`src/rtl/cdb_arbiter_if.sv`:
```
// Bundle between the FU result registers, the CDB arbiter and the CDB/ROB write-back stage.
// The master side drives requests and squash; the arbiter (slave) returns grants and lanes.
interface cdb_arbiter_if #(
    parameter int NUM_REQ = 7,
    parameter int N       = 2,
    parameter int SW      = (NUM_REQ > 1) ? $clog2(NUM_REQ) : 1
);
    logic [NUM_REQ-1:0]   req;
    logic                 squash;
    logic [NUM_REQ-1:0]   grant;
    logic [NUM_REQ-1:0]   stall;
    logic [N-1:0]         cdb_valid;
    logic [N-1:0][SW-1:0] cdb_src;

    modport master (
        output req,
        output squash,
        input  grant,
        input  stall,
        input  cdb_valid,
        input  cdb_src
    );

    modport slave (
        input  req,
        input  squash,
        output grant,
        output stall,
        output cdb_valid,
        output cdb_src
    );
endinterface

```
`src/rtl/cdb_arbiter.sv`:
```
// Common data bus arbiter: picks up to N FU results per cycle by class priority
// (starving, MULT, LOAD, round-robin ALU) and registers the lane assignment.
module cdb_arbiter #(
    parameter int N         = 2,
    parameter int NUM_ALU   = 3,
    parameter int NUM_MULT  = 2,
    parameter int NUM_LOAD  = 2,
    parameter int AGE_LIMIT = 3,
    localparam int NUM_REQ  = NUM_ALU + NUM_MULT + NUM_LOAD,
    localparam int SW       = (NUM_REQ > 1) ? $clog2(NUM_REQ) : 1,
    localparam int AW       = $clog2(AGE_LIMIT + 1),
    localparam int RRW      = (NUM_ALU > 1) ? $clog2(NUM_ALU) : 1,
    localparam int LW       = $clog2(N + 1)
) (
    input  logic          clock,
    input  logic          reset,
    cdb_arbiter_if.slave  bus
);

    logic [NUM_REQ-1:0]         gnt;
    logic [NUM_REQ-1:0]         starving;
    logic [N-1:0]               lane_v;
    logic [N-1:0][SW-1:0]       lane_src;
    logic [LW-1:0]              n_gnt;
    logic [RRW-1:0]             rr_ptr;
    logic [RRW-1:0]             rr_next;
    logic [NUM_REQ-1:0][AW-1:0] age;
    logic [N-1:0]               cdb_valid_q;
    logic [N-1:0][SW-1:0]       cdb_src_q;

    always_comb begin
        for (int i = 0; i < NUM_REQ; i++) begin
            starving[i] = (age[i] == AW'(AGE_LIMIT));
        end
    end

    // Four passes in class order; each candidate takes the next free lane.
    // A requester already taken in an earlier pass is skipped via gnt.
    always_comb begin
        logic [SW-1:0] idx;
        logic          elig;
        int            pos;
        gnt      = '0;
        lane_v   = '0;
        lane_src = '0;
        n_gnt    = '0;
        idx      = '0;
        elig     = 1'b0;
        pos      = 0;
        if (!reset && !bus.squash) begin
            for (int cls = 0; cls < 4; cls++) begin
                for (int k = 0; k < NUM_REQ; k++) begin
                    idx = SW'(k);
                    case (cls)
                        0: elig = starving[k];
                        1: elig = (k >= NUM_ALU) && (k < NUM_ALU + NUM_MULT);
                        2: elig = (k >= NUM_ALU + NUM_MULT);
                        default: begin
                            pos = int'(rr_ptr) + k;
                            if (pos >= NUM_ALU) begin
                                pos = pos - NUM_ALU;
                            end
                            idx  = SW'(pos);
                            elig = (k < NUM_ALU);
                        end
                    endcase
                    if (elig && bus.req[idx] && !gnt[idx] && (n_gnt < LW'(N))) begin
                        gnt[idx] = 1'b1;
                        for (int l = 0; l < N; l++) begin
                            if (LW'(l) == n_gnt) begin
                                lane_v[l]   = 1'b1;
                                lane_src[l] = idx;
                            end
                        end
                        n_gnt = n_gnt + 1'b1;
                    end
                end
            end
        end
    end

    // Walking the ALUs from rr_ptr, the last granted one seen is the last in RR order,
    // which also covers ALUs granted through the starving class.
    always_comb begin
        int p;
        rr_next = rr_ptr;
        p       = 0;
        for (int k = 0; k < NUM_ALU; k++) begin
            p = int'(rr_ptr) + k;
            if (p >= NUM_ALU) begin
                p = p - NUM_ALU;
            end
            if (gnt[SW'(p)]) begin
                rr_next = (p + 1 == NUM_ALU) ? '0 : RRW'(p + 1);
            end
        end
    end

    always_ff @(posedge clock) begin
        if (reset) begin
            rr_ptr      <= '0;
            age         <= '0;
            cdb_valid_q <= '0;
            cdb_src_q   <= '0;
        end else begin
            rr_ptr      <= rr_next;
            cdb_valid_q <= lane_v;
            cdb_src_q   <= lane_src;
            for (int i = 0; i < NUM_REQ; i++) begin
                if (bus.req[i] && !gnt[i] && !bus.squash) begin
                    if (!starving[i]) begin
                        age[i] <= age[i] + 1'b1;
                    end
                end else begin
                    age[i] <= '0;
                end
            end
        end
    end

    assign bus.grant     = gnt;
    assign bus.stall     = bus.req & ~gnt;
    assign bus.cdb_valid = cdb_valid_q;
    assign bus.cdb_src   = cdb_src_q;

endmodule

```
`src/flat_wrapper.sv`:
```
// flat-port wrapper written by rule: the top's interface ports become plain ports
module cdb_arbiter_flat 
#(
    parameter int N         = 2,
    parameter int NUM_ALU   = 3,
    parameter int NUM_MULT  = 2,
    parameter int NUM_LOAD  = 2,
    parameter int AGE_LIMIT = 3,
    localparam int NUM_REQ  = NUM_ALU + NUM_MULT + NUM_LOAD,
    localparam int SW       = (NUM_REQ > 1) ? $clog2(NUM_REQ) : 1,
    localparam int AW       = $clog2(AGE_LIMIT + 1),
    localparam int RRW      = (NUM_ALU > 1) ? $clog2(NUM_ALU) : 1,
    localparam int LW       = $clog2(N + 1)
)
  (clock, reset, bus_req, bus_squash, bus_grant, bus_stall, bus_cdb_valid, bus_cdb_src);
  cdb_arbiter_if #(.NUM_REQ((NUM_ALU + NUM_MULT + NUM_LOAD)), .N(N), .SW(($clog2((NUM_ALU + NUM_MULT + NUM_LOAD))))) bus_i ();
  input  logic clock;
  input  logic reset;
  input wire logic [$bits(bus_i.req)-1:0] bus_req;
  input wire logic [$bits(bus_i.squash)-1:0] bus_squash;
  output wire logic [$bits(bus_i.grant)-1:0] bus_grant;
  output wire logic [$bits(bus_i.stall)-1:0] bus_stall;
  output wire logic [$bits(bus_i.cdb_valid)-1:0] bus_cdb_valid;
  output wire logic [$bits(bus_i.cdb_src)-1:0] bus_cdb_src;
  assign bus_i.req = bus_req;
  assign bus_i.squash = bus_squash;
  assign bus_grant = bus_i.grant;
  assign bus_stall = bus_i.stall;
  assign bus_cdb_valid = bus_i.cdb_valid;
  assign bus_cdb_src = bus_i.cdb_src;
  cdb_arbiter #(.N(N), .NUM_ALU(NUM_ALU), .NUM_MULT(NUM_MULT), .NUM_LOAD(NUM_LOAD), .AGE_LIMIT(AGE_LIMIT)) u_core (.clock(clock), .reset(reset), .bus(bus_i));
endmodule
```
`config.mk`:
```
export PLATFORM = sky130hd
export DESIGN_NAME = cdb_arbiter_flat
export DESIGN_NICKNAME = d
export VERILOG_FILES = /design/src/rtl/cdb_arbiter_if.sv /design/src/rtl/cdb_arbiter.sv /design/src/flat_wrapper.sv
export SDC_FILE = /design/constraint.sdc
export NUM_CORES = 1
export LEC_CHECK = 0
export BUFFER_PORTS_ARGS = -buffer_cell sky130_fd_sc_hd__clkbuf_2
export CAP_MARGIN = 20
export CELL_PAD_IN_SITES_DETAIL_PLACEMENT = 0
export CELL_PAD_IN_SITES_GLOBAL_PLACEMENT = 1
export CORE_MARGIN = 1
export CORE_UTILIZATION = 42
export CTS_CLUSTER_SIZE = 40
export DETAILED_ROUTE_END_ITERATION = 8
export HOLD_SLACK_MARGIN = 0.1
export PLACE_DENSITY = 0.85
export SLEW_MARGIN = 30
export SYNTH_ARGS = -nofsm -noshare
export SYNTH_HDL_FRONTEND = slang
export SYNTH_SLANG_ARGS = --single-unit
```
`constraint.sdc`:
```
create_clock -name clock -period 14.6 [get_ports clock]
set_input_delay 0.73 -clock clock [delete_from_list [all_inputs] [get_ports clock]]
set_output_delay 0.73 -clock clock [all_outputs]
set_load 0.01 [all_outputs]
```
==> results of run 1 <==
[flip-flops by register name (all words and copies together), names as in the netlist]
register              flops
u_core.rr_ptr             2
u_core.age               14
u_core.bus.cdb_src        6
u_core.bus.cdb_valid      2
[worst paths after layout]
kind | startpoint | end | slack [ns] | cells past startpoint
worst max-delay path | u_core.age[2] | bus_stall[0] | 2.06 | 44
worst min register to register | u_core.age[5] | u_core.age[5] | 0.51 | 2
worst max register to register | u_core.age[2] | u_core.rr_ptr[1] | 2.56 | 44
worst min-delay path | u_core.age[5] | u_core.age[5] | 0.51 | 2
[worst max-delay path, delay by kind of cell (launching register included)]
kind / cells / cell delay, ns
simple gates: 16 / 4.20
compound gates: 7 / 1.73
fa+ha+maj: 10 / 3.20
buf+inv: 6 / 0.64
flops: 1 / 0.36
xor+xnor: 5 / 1.36
[layout by cell type, fill, tap and decap left out, types with 8 or more instances in the layout]
master | Yosys | routed
and3_1 | 9 | 9
mux2i_1 | 8 | 8
o21ai_0 | 12 | 12
nor3_1 | 14 | 13
a21oi_1 | 20 | 20
xor2_1 | 10 | 10
clkbuf_2 | 0 | 31
inv_1 | 33 | 33
dfxtp_1 | 24 | 24
o211ai_1 | 9 | 9
ha_1 | 37 | 36
nor2_1 | 33 | 33
nand2_1 | 52 | 52
nand3_1 | 14 | 14
[where the power goes]
group / switching [W] / internal, W
clock: 0.0000246 / 0.0000368
combinational: 0.000164 / 0.0000998
sequential: 0.00000362 / 0.0000712
total: 0.000192 / 0.000208
[layout make-up]
class | count | share of cell area (%)
clock buffers | 3 | 1.09
repair buffers | 33 | 4.50
clock inverters | 1 | 0.795
well taps | 102 | 3.38
inverters | 36 | 3.64
flip-flops and latches | 24 | 12.7
multi-input cells | 363 | 73.9
[kinds of logic (layout without fill, tap and decap cells)]
group / after synthesis / in the layout
and+or+nand+nor: 174 / 174
DFF: 24 / 24
AOI/OAI and AO/OA: 120 / 120
xor gates and xnor gates: 21 / 21
buffers and inverters: 56 / 73
muxes: 11 / 11
adders and majority gates: 37 / 37
[through the flow]
step                worst slack [ns]  utilization [%]  hold slack (ns)  power, W
finish                          2.06             47.9            0.515  0.000400
detailed placement              2.01             46.8            0.497  0.000331
global route                    1.23             47.9            0.550  0.000427
global placement                2.46             46.8            0.479  0.000331
CTS                             1.85             47.7            0.523  0.000394
floorplan                       3.95                -            0.468  0.000279
[metal layers]
metal / vias to the layer above / GRT usage [%] / wire length [µm]
li1: 1679 / - / -
met1: 1698 / 32.5 / 4720
met2: 153 / 40.4 / 4710
met3: 20 / 3.41 / 700
met4: 0 / 7.18 / 267
met5: - / 0 / 0
==> flow_metrics.py, run 1 <==
metrics = {
    "clock_tree": {
        "numCtsBuffers": 3,
        "clk_pin_slew_ns": 0.10,
        "cts_max_level": 1,
        "cts_root_buffer": "clkbuf_8",
        "cts_tree": "built",
        "cts_hold_buf": 0,
        "cts.repair.resized": 0,
        "clock_latency_ns": 0.28,
        "post-cts-setup-buffers": 0,
        "cts_buffer_depth": 2,
        "cts_sinks": 24,
    },
    "synthesis": {
        "yosys_warnings": 0,
        "ys_types": 89,
        "synthMuxAreaShare_pct": 4.10,
        "synthAdderAreaFrac_pct": 13.2,
        "synthXorXnorAreaFrac_pct": 6.53,
        "synth_flop_cell": "dfxtp_1",
        "synth-seq-cells": 24,
        "synth_cells": 443,
        "syn_area_per_cell_um2": 7.92,
        "synth_simple_gate_area_share_pct": 27.3,
        "yosysSeqAreaShare_pct": 13.7,
        "yosysTopAreaCellShare_pct": 13.7,
        "synth_most_common_cell": "nand2_1",
        "synthesis.nets": 490,
        "synth_top_family_by_area": "compound AO/OA/AOI/OAI gates",
        "synth-compound-area-share_pct": 28.1,
        "async_reset_ff_share_pct": 0,
        "synth_common_cells": "nand2_1 (52), ha_1 (37), inv_1 (33), nor2_1 (33), dfxtp_1 (24)",
        "syn-cell-area_um2": 3510,
        "yosys.area.top_type": "dfxtp_1",
        "synth_edf_count": 0,
        "synth_area_leaders": "dfxtp_1 (14%), ha_1 (13%), nand2_1 (5.6%)",
    },
    "sta": {
        "slew_viol_final": 0,
        "period_needed_ns": 12.54,
        "timing.slew.headroom_pct": 41.3,
        "setup_tns_ns": 0,
        "hold_violations": 0,
        "rsz0062_at_grt": "no",
        "max_slew.worst_pin.slew_ns": 0.874,
        "finalClockSkew_ns": 0.00838,
        "setup_violations": 0,
        "fmax_mhz": 79.7,
        "post-route-period-util_pct": 85.9,
    },
    "critical_path": {
        "critical_path_class": "reg -> out",
        "cpMostUsedCell": "ha_1",
        "end_kind": "output port",
        "start_kind": "register",
        "crit_path_top_delay_cell": "nor4b_4",
        "cp_max_fo": 13,
        "worstPathArrival_ns": 11.81,
        "max_stage_delay_ns": 0.68,
        "crit_required_ns": 13.87,
    },
    "cells_and_area": {
        "filler_cell_count": 791,
        "antenna_cells": 0,
        "nNetsFinal": 508,
        "syn_to_final_growth_pct": 7.74,
        "fin_area_um2": 3780,
        "multiInputGateArea_um2": 2790,
        "stdcell_count": 562,
        "drive_above_1_share_pct": 17.0,
        "register_area_um2": 480,
    },
    "floorplanning": {
        "rows": 32,
        "fp.dieW_um": 93.4,
        "start_util_pct": 44.5,
        "die_area_um2": 8720,
        "core_region_area_um2": 7890,
        "die_h_um": 93.4,
        "io_pins": 32,
    },
    "route": {
        "first_pass_iters": 5,
        "wire_per_inst_um": 18.5,
        "routed_wl_um": 10400,
        "route.vias.total": 3550,
        "drc": 0,
        "drt_iter0_drc": 324,
        "via_per_inst": 6.32,
        "ant_nets": 0,
    },
    "pwr": {
        "power.density_nw_per_um2": 106,
        "leakagePower_nw": 1.74,
        "vdd_drop_max_mv": 0.0586,
    },
    "place": {
        "gp_congestion": 0.933,
        "place_area_um2": 3690,
        "io_buffer_count": 31,
        "hpwl_um": 8010,
        "placedCellCount": 558,
    },
    "outcome": {
        "status": "completed",
    },
    "grt": {
        "grt_pass1_wl_um": 16600,
        "grt_pass1_vias": 3206,
        "grt_max_degree": 32,
        "overflow": 0,
        "grtUsageTotal_pct": 24.3,
        "antenna_found_initial": 0,
    },
    "run": {
        "drv_cap": 0,
    },
    "min_path": {
        "hold_path_class": "reg -> reg",
    },
}
(Power assumes the default switching activity.)
==> run 2: changes to the inputs <==
Settings changed: MAX_ROUTING_LAYER from default to met4.
==> run 2 against run 1 <==
Net effect:
- first-iteration DRC count grew 7.1%
- worst hold slack lost 0.0022 ns
- clock-buffer cell count is the same
- register-to-register slack gained 0.14 ns
- clock power is essentially flat
- via count shrank 1.0%
- critical path type unchanged
- largest cell class unchanged
==> flow_metrics.py, run 2 (synthesized netlist as in run 1, its figures left out) <==
metrics = {
    "outcome": {
        "status": "completed",
    },
    "grt": {
        "grt_pass1_vias": 3312,
        "grt_pass1_wl_um": 16900,
        "grt_max_degree": 32,
        "overflow": 0,
        "antenna_found_initial": 0,
        "grtUsageTotal_pct": 25.7,
    },
    "cells_and_area": {
        "drive_above_1_share_pct": 17.1,
        "antenna_cells": 0,
        "nNetsFinal": 509,
        "layout_commonest_cell": "nand2_1",
        "stdcell_count": 563,
        "largest_register": "u_core.age",
        "most-common-layout-cells": "nand2_1 (52), ha_1 (36), inv_1 (33), nor2_1 (33), clkbuf_2 (31)",
        "syn_to_final_growth_pct": 7.96,
        "largest_reg_flops": 14,
    },
    "route": {
        "drt_iter0_drc": 347,
        "routed_wl_um": 10400,
        "first_pass_iters": 6,
        "via_per_inst": 6.24,
        "ant_nets": 0,
        "wire_per_inst_um": 18.5,
        "drc": 0,
        "route.vias.total": 3514,
    },
    "place": {
        "post-place-ws_ns": 2.19,
        "io_buffer_count": 31,
        "hpwl_um": 8220,
        "gp_congestion": 0.964,
        "placedCellCount": 559,
    },
    "sta": {
        "layout_setup_ws_ns": 2.19,
        "timing.slew.headroom_pct": 36.4,
        "fmax_mhz": 80.6,
        "rsz0062_at_grt": "no",
        "post-route-period-util_pct": 85.0,
        "hold_violations": 0,
        "setup_tns_ns": 0,
        "max_slew.worst_pin.slew_ns": 0.946,
        "period_needed_ns": 12.41,
        "setup_violations": 0,
        "finalClockSkew_ns": 0.00998,
        "slew_viol_final": 0,
    },
    "pwr": {
        "leakagePower_nw": 1.74,
        "power.density_nw_per_um2": 106,
        "vdd_drop_max_mv": 0.0813,
    },
    "clock_tree": {
        "post-cts-setup-buffers": 0,
        "numCtsBuffers": 3,
        "cts_root_buffer": "clkbuf_8",
        "cts_hold_buf": 0,
        "clock_latency_ns": 0.28,
        "cts_max_level": 1,
        "clk_pin_slew_ns": 0.10,
        "cts.repair.resized": 0,
        "cts_sinks": 24,
        "cts_buffer_depth": 2,
        "cts_tree": "built",
    },
    "critical_path": {
        "cp_max_fo": 13,
        "cpMostUsedCell": "ha_1",
        "max_stage_delay_ns": 0.71,
        "worstPathArrival_ns": 11.68,
        "crit_path_top_delay_cell": "nor4b_4",
        "crit_required_ns": 13.87,
        "start_kind": "register",
        "end_kind": "output port",
        "critical_path_class": "reg -> out",
    },
    "floorplanning": {
        "core_region_area_um2": 7890,
        "io_pins": 32,
        "die_h_um": 93.4,
        "start_util_pct": 44.5,
        "die_area_um2": 8720,
        "rows": 32,
        "fp.dieW_um": 93.4,
    },
    "min_path": {
        "hold_path_class": "reg -> reg",
    },
    "run": {
        "drv_cap": 0,
    },
}
## run 2: cell types whose count changed in the layout (fill, tap and decap cells not counted), sizes merged
cell	before	now
buf	2	3
## run 2: final cells by class
type / count / area, µm²
Fill cell: 794 / 4100
Multi-Input combinational cell: 363 / 2790
Sequential cell: 24 / 480
Timing Repair Buffer: 34 / 178
Inverter: 36 / 138
Tap cell: 102 / 128
Clock buffer: 3 / 41.3
Clock inverter: 1 / 30.0
## run 2: power by group
group / internal, W / leakage (nW) / total (W) / switching [W]
logic: 0.000100 / 1.51 / 0.000263 / 0.000163
registers: 0.0000712 / 0.196 / 0.0000749 / 0.00000371
clock network: 0.0000368 / 0.0357 / 0.0000615 / 0.0000247
## run 2: layer usage
layer	vias to the layer above	global-route usage, %	part of all wire [%]
met5	-	-	0
met1	1614	33.8	44
met2	194	41.2	45
met3	27	3.41	8.2
li1	1679	-	-
met4	0	7.69	2.9
## run 2: metrics by stage
| step | area [µm²] | utilization [%] | total power (W) | hold slack, ns |
|---|---|---|---|---|
| 2_1_floorplan | 3510 | - | 0.000279 | 0.468 |
| 3_5_place_dp | 3700 | 46.9 | 0.000332 | 0.495 |
| 3_3_place_gp | 3700 | 46.9 | 0.000333 | 0.479 |
| 5_1_grt | 3790 | 48.0 | 0.000429 | 0.564 |
| 4_1_cts | 3770 | 47.8 | 0.000396 | 0.521 |
| 6_report | 3790 | 48.0 | 0.000399 | 0.513 |
## run 2: final timing paths
kind / start / endpoint / slack (ns) / depth (start not counted)
setup reg to reg: u_core.age[2] / u_core.rr_ptr[1] / 2.70 / 45
hold reg to reg: u_core.age[3] / u_core.age[3] / 0.51 / 2
setup / recovery: u_core.age[2] / bus_stall[0] / 2.19 / 45
hold / removal: u_core.age[3] / u_core.age[3] / 0.51 / 2
## run 2: worst max-delay path: cells and delay by family, from the launching register on
kind	cells	cell delay, ns
xor+xnor	4	1.12
fa+ha+maj	11	3.52
compound gates	7	1.71
buf+inv	6	0.61
flops	1	0.36
simple gates	17	4.03
==> run 3: changes to the inputs <==
Settings changed: BUFFER_PORTS_ARGS -buffer_cell sky130_fd_sc_hd__clkbuf_2 to default, DONT_BUFFER_PORTS from default to 1, PLACE_DENSITY 0.85 to 0.81, SKIP_LAST_GASP from default to 1.
==> run 3 against run 2 <==
Net effect:
- worst hold slack lost 0.0066 ns
- register-to-register slack lost 0.14 ns
- clock skew shrank 0.0072 ns
- die area is the same
- combinational power shrank 3%
- critical path depth shrank 2
- largest cell class unchanged
- clock-buffer cell count is the same
==> flow_metrics.py, run 3 (synthesized netlist as in run 1, its figures left out) <==
metrics = {
    "floorplanning": {
        "fp.dieW_um": 93.4,
        "start_util_pct": 44.5,
        "io_pins": 32,
        "core_region_area_um2": 7890,
        "die_h_um": 93.4,
        "rows": 32,
        "die_area_um2": 8720,
    },
    "critical_path": {
        "crit_required_ns": 13.87,
        "cp_max_fo": 13,
        "cpMostUsedCell": "ha_1",
        "end_kind": "output port",
        "start_kind": "register",
        "max_stage_delay_ns": 0.65,
        "worstPathArrival_ns": 11.74,
        "critical_path_class": "reg -> out",
        "crit_path_top_delay_cell": "nor4b_4",
    },
    "sta": {
        "fmax_mhz": 80.2,
        "setup_tns_ns": 0,
        "post-route-period-util_pct": 85.4,
        "timing.slew.headroom_pct": 40.8,
        "setup_violations": 0,
        "period_needed_ns": 12.47,
        "finalClockSkew_ns": 0.00277,
        "slew_viol_final": 0,
        "hold_violations": 0,
        "rsz0062_at_grt": "no",
        "max_slew.worst_pin.slew_ns": 0.881,
    },
    "cells_and_area": {
        "antenna_cells": 0,
        "stdcell_count": 532,
        "largest_register": "u_core.age",
        "multiInputGateArea_um2": 2790,
        "drive_above_1_share_pct": 10.9,
        "nNetsFinal": 479,
        "filler_cell_count": 805,
        "syn_to_final_growth_pct": 2.82,
        "register_area_um2": 480,
        "largest_reg_flops": 14,
        "layout_commonest_cell": "nand2_1",
        "most-common-layout-cells": "nand2_1 (52), ha_1 (37), inv_1 (33), nor2_1 (33), dfxtp_1 (24)",
    },
    "pwr": {
        "vdd_drop_max_mv": 0.0411,
        "leakagePower_nw": 1.60,
        "power.density_nw_per_um2": 104,
    },
    "route": {
        "wire_per_inst_um": 19.5,
        "routed_wl_um": 10400,
        "route.vias.total": 3413,
        "drt_iter0_drc": 282,
        "ant_nets": 0,
        "drc": 0,
        "via_per_inst": 6.42,
        "first_pass_iters": 5,
    },
    "clock_tree": {
        "cts.repair.resized": 0,
        "clock_latency_ns": 0.27,
        "cts_max_level": 1,
        "cts_hold_buf": 0,
        "cts_tree": "built",
        "cts_root_buffer": "clkbuf_8",
        "cts_sinks": 24,
        "numCtsBuffers": 3,
        "post-cts-setup-buffers": 0,
        "cts_buffer_depth": 2,
        "clk_pin_slew_ns": 0.09,
    },
    "grt": {
        "grt_pass1_vias": 3179,
        "grtUsageTotal_pct": 25.2,
        "grt_max_degree": 32,
        "grt_pass1_wl_um": 16700,
        "overflow": 0,
        "antenna_found_initial": 0,
    },
    "place": {
        "hpwl_um": 8040,
        "gp_congestion": 0.997,
        "io_buffer_count": 0,
        "placedCellCount": 529,
    },
    "run": {
        "drv_cap": 0,
    },
    "min_path": {
        "hold_path_class": "in -> reg",
    },
    "outcome": {
        "status": "completed",
    },
}
-- run 3: changes by cell type in the layout (fill, tap and decap cells not counted) --
cell / delta
bufinv_16: -1
buf_4: +1
ha_1: +1
clkbuf_2: -31
ha_2: -1
-- run 3: cell type report --
class	count	area share [%]
Inverter	36	3.82
Clock buffer	3	1.15
Timing Repair Buffer	4	0.833
Tap cell	102	3.54
Multi-Input combinational cell	363	77.3
Sequential cell	24	13.3
-- run 3: worst max-delay path: cells and delay by family, from the launching register on --
family          cells  cell delay, ns
simple gates       16            4.22
fa+ha+maj          10            3.20
compound gates      7            1.78
xor+xnor            5            1.32
buf+inv             5            0.55
flops               1            0.36
-- run 3: worst paths after layout --
check / slack (ns) / to / from / cells past startpoint
worst min register to register: 0.51 / u_core.age[5] / u_core.age[5] / 2
worst max register to register: 2.56 / u_core.rr_ptr[1] / u_core.age[2] / 44
worst min-delay path: 0.51 / u_core.rr_ptr[0] / reset / 1
worst max-delay path: 2.13 / bus_stall[0] / u_core.age[2] / 43
-- run 3: per-stage QoR --
step | cell area, µm² | utilization (%) | hold WS, ns | total power, W | setup slack (ns)
4_1_cts | 3600 | 45.6 | 0.503 | 0.000367 | 1.86
3_3_place_gp | 3550 | 45.1 | 0.478 | 0.000327 | 2.65
2_1_floorplan | 3510 | - | 0.468 | 0.000279 | 3.95
3_5_place_dp | 3550 | 45.1 | 0.497 | 0.000326 | 2.15
6_report | 3610 | 45.7 | 0.506 | 0.000374 | 2.13
5_1_grt | 3610 | 45.7 | 0.487 | 0.000401 | 1.41
-- run 3: report_power, final --
| group | switching (W) | leakage [nW] | total [W] | internal [W] |
|---|---|---|---|---|
| sequential | 0.00000537 | 0.196 | 0.0000766 | 0.0000713 |
| clock | 0.0000228 | 0.0216 | 0.0000413 | 0.0000185 |
| combinational | 0.000159 | 1.38 | 0.000256 | 0.0000964 |
-- run 3: routing by layer --
metal	part of all wire [%]	track usage [%]	up-vias	routed length, µm
met5	0	-	-	0
met4	2.6	7.05	0	271
met3	7.3	3.82	27	762
met2	45	39.7	155	4660
met1	45	33.6	1618	4700
li1	-	-	1613	-
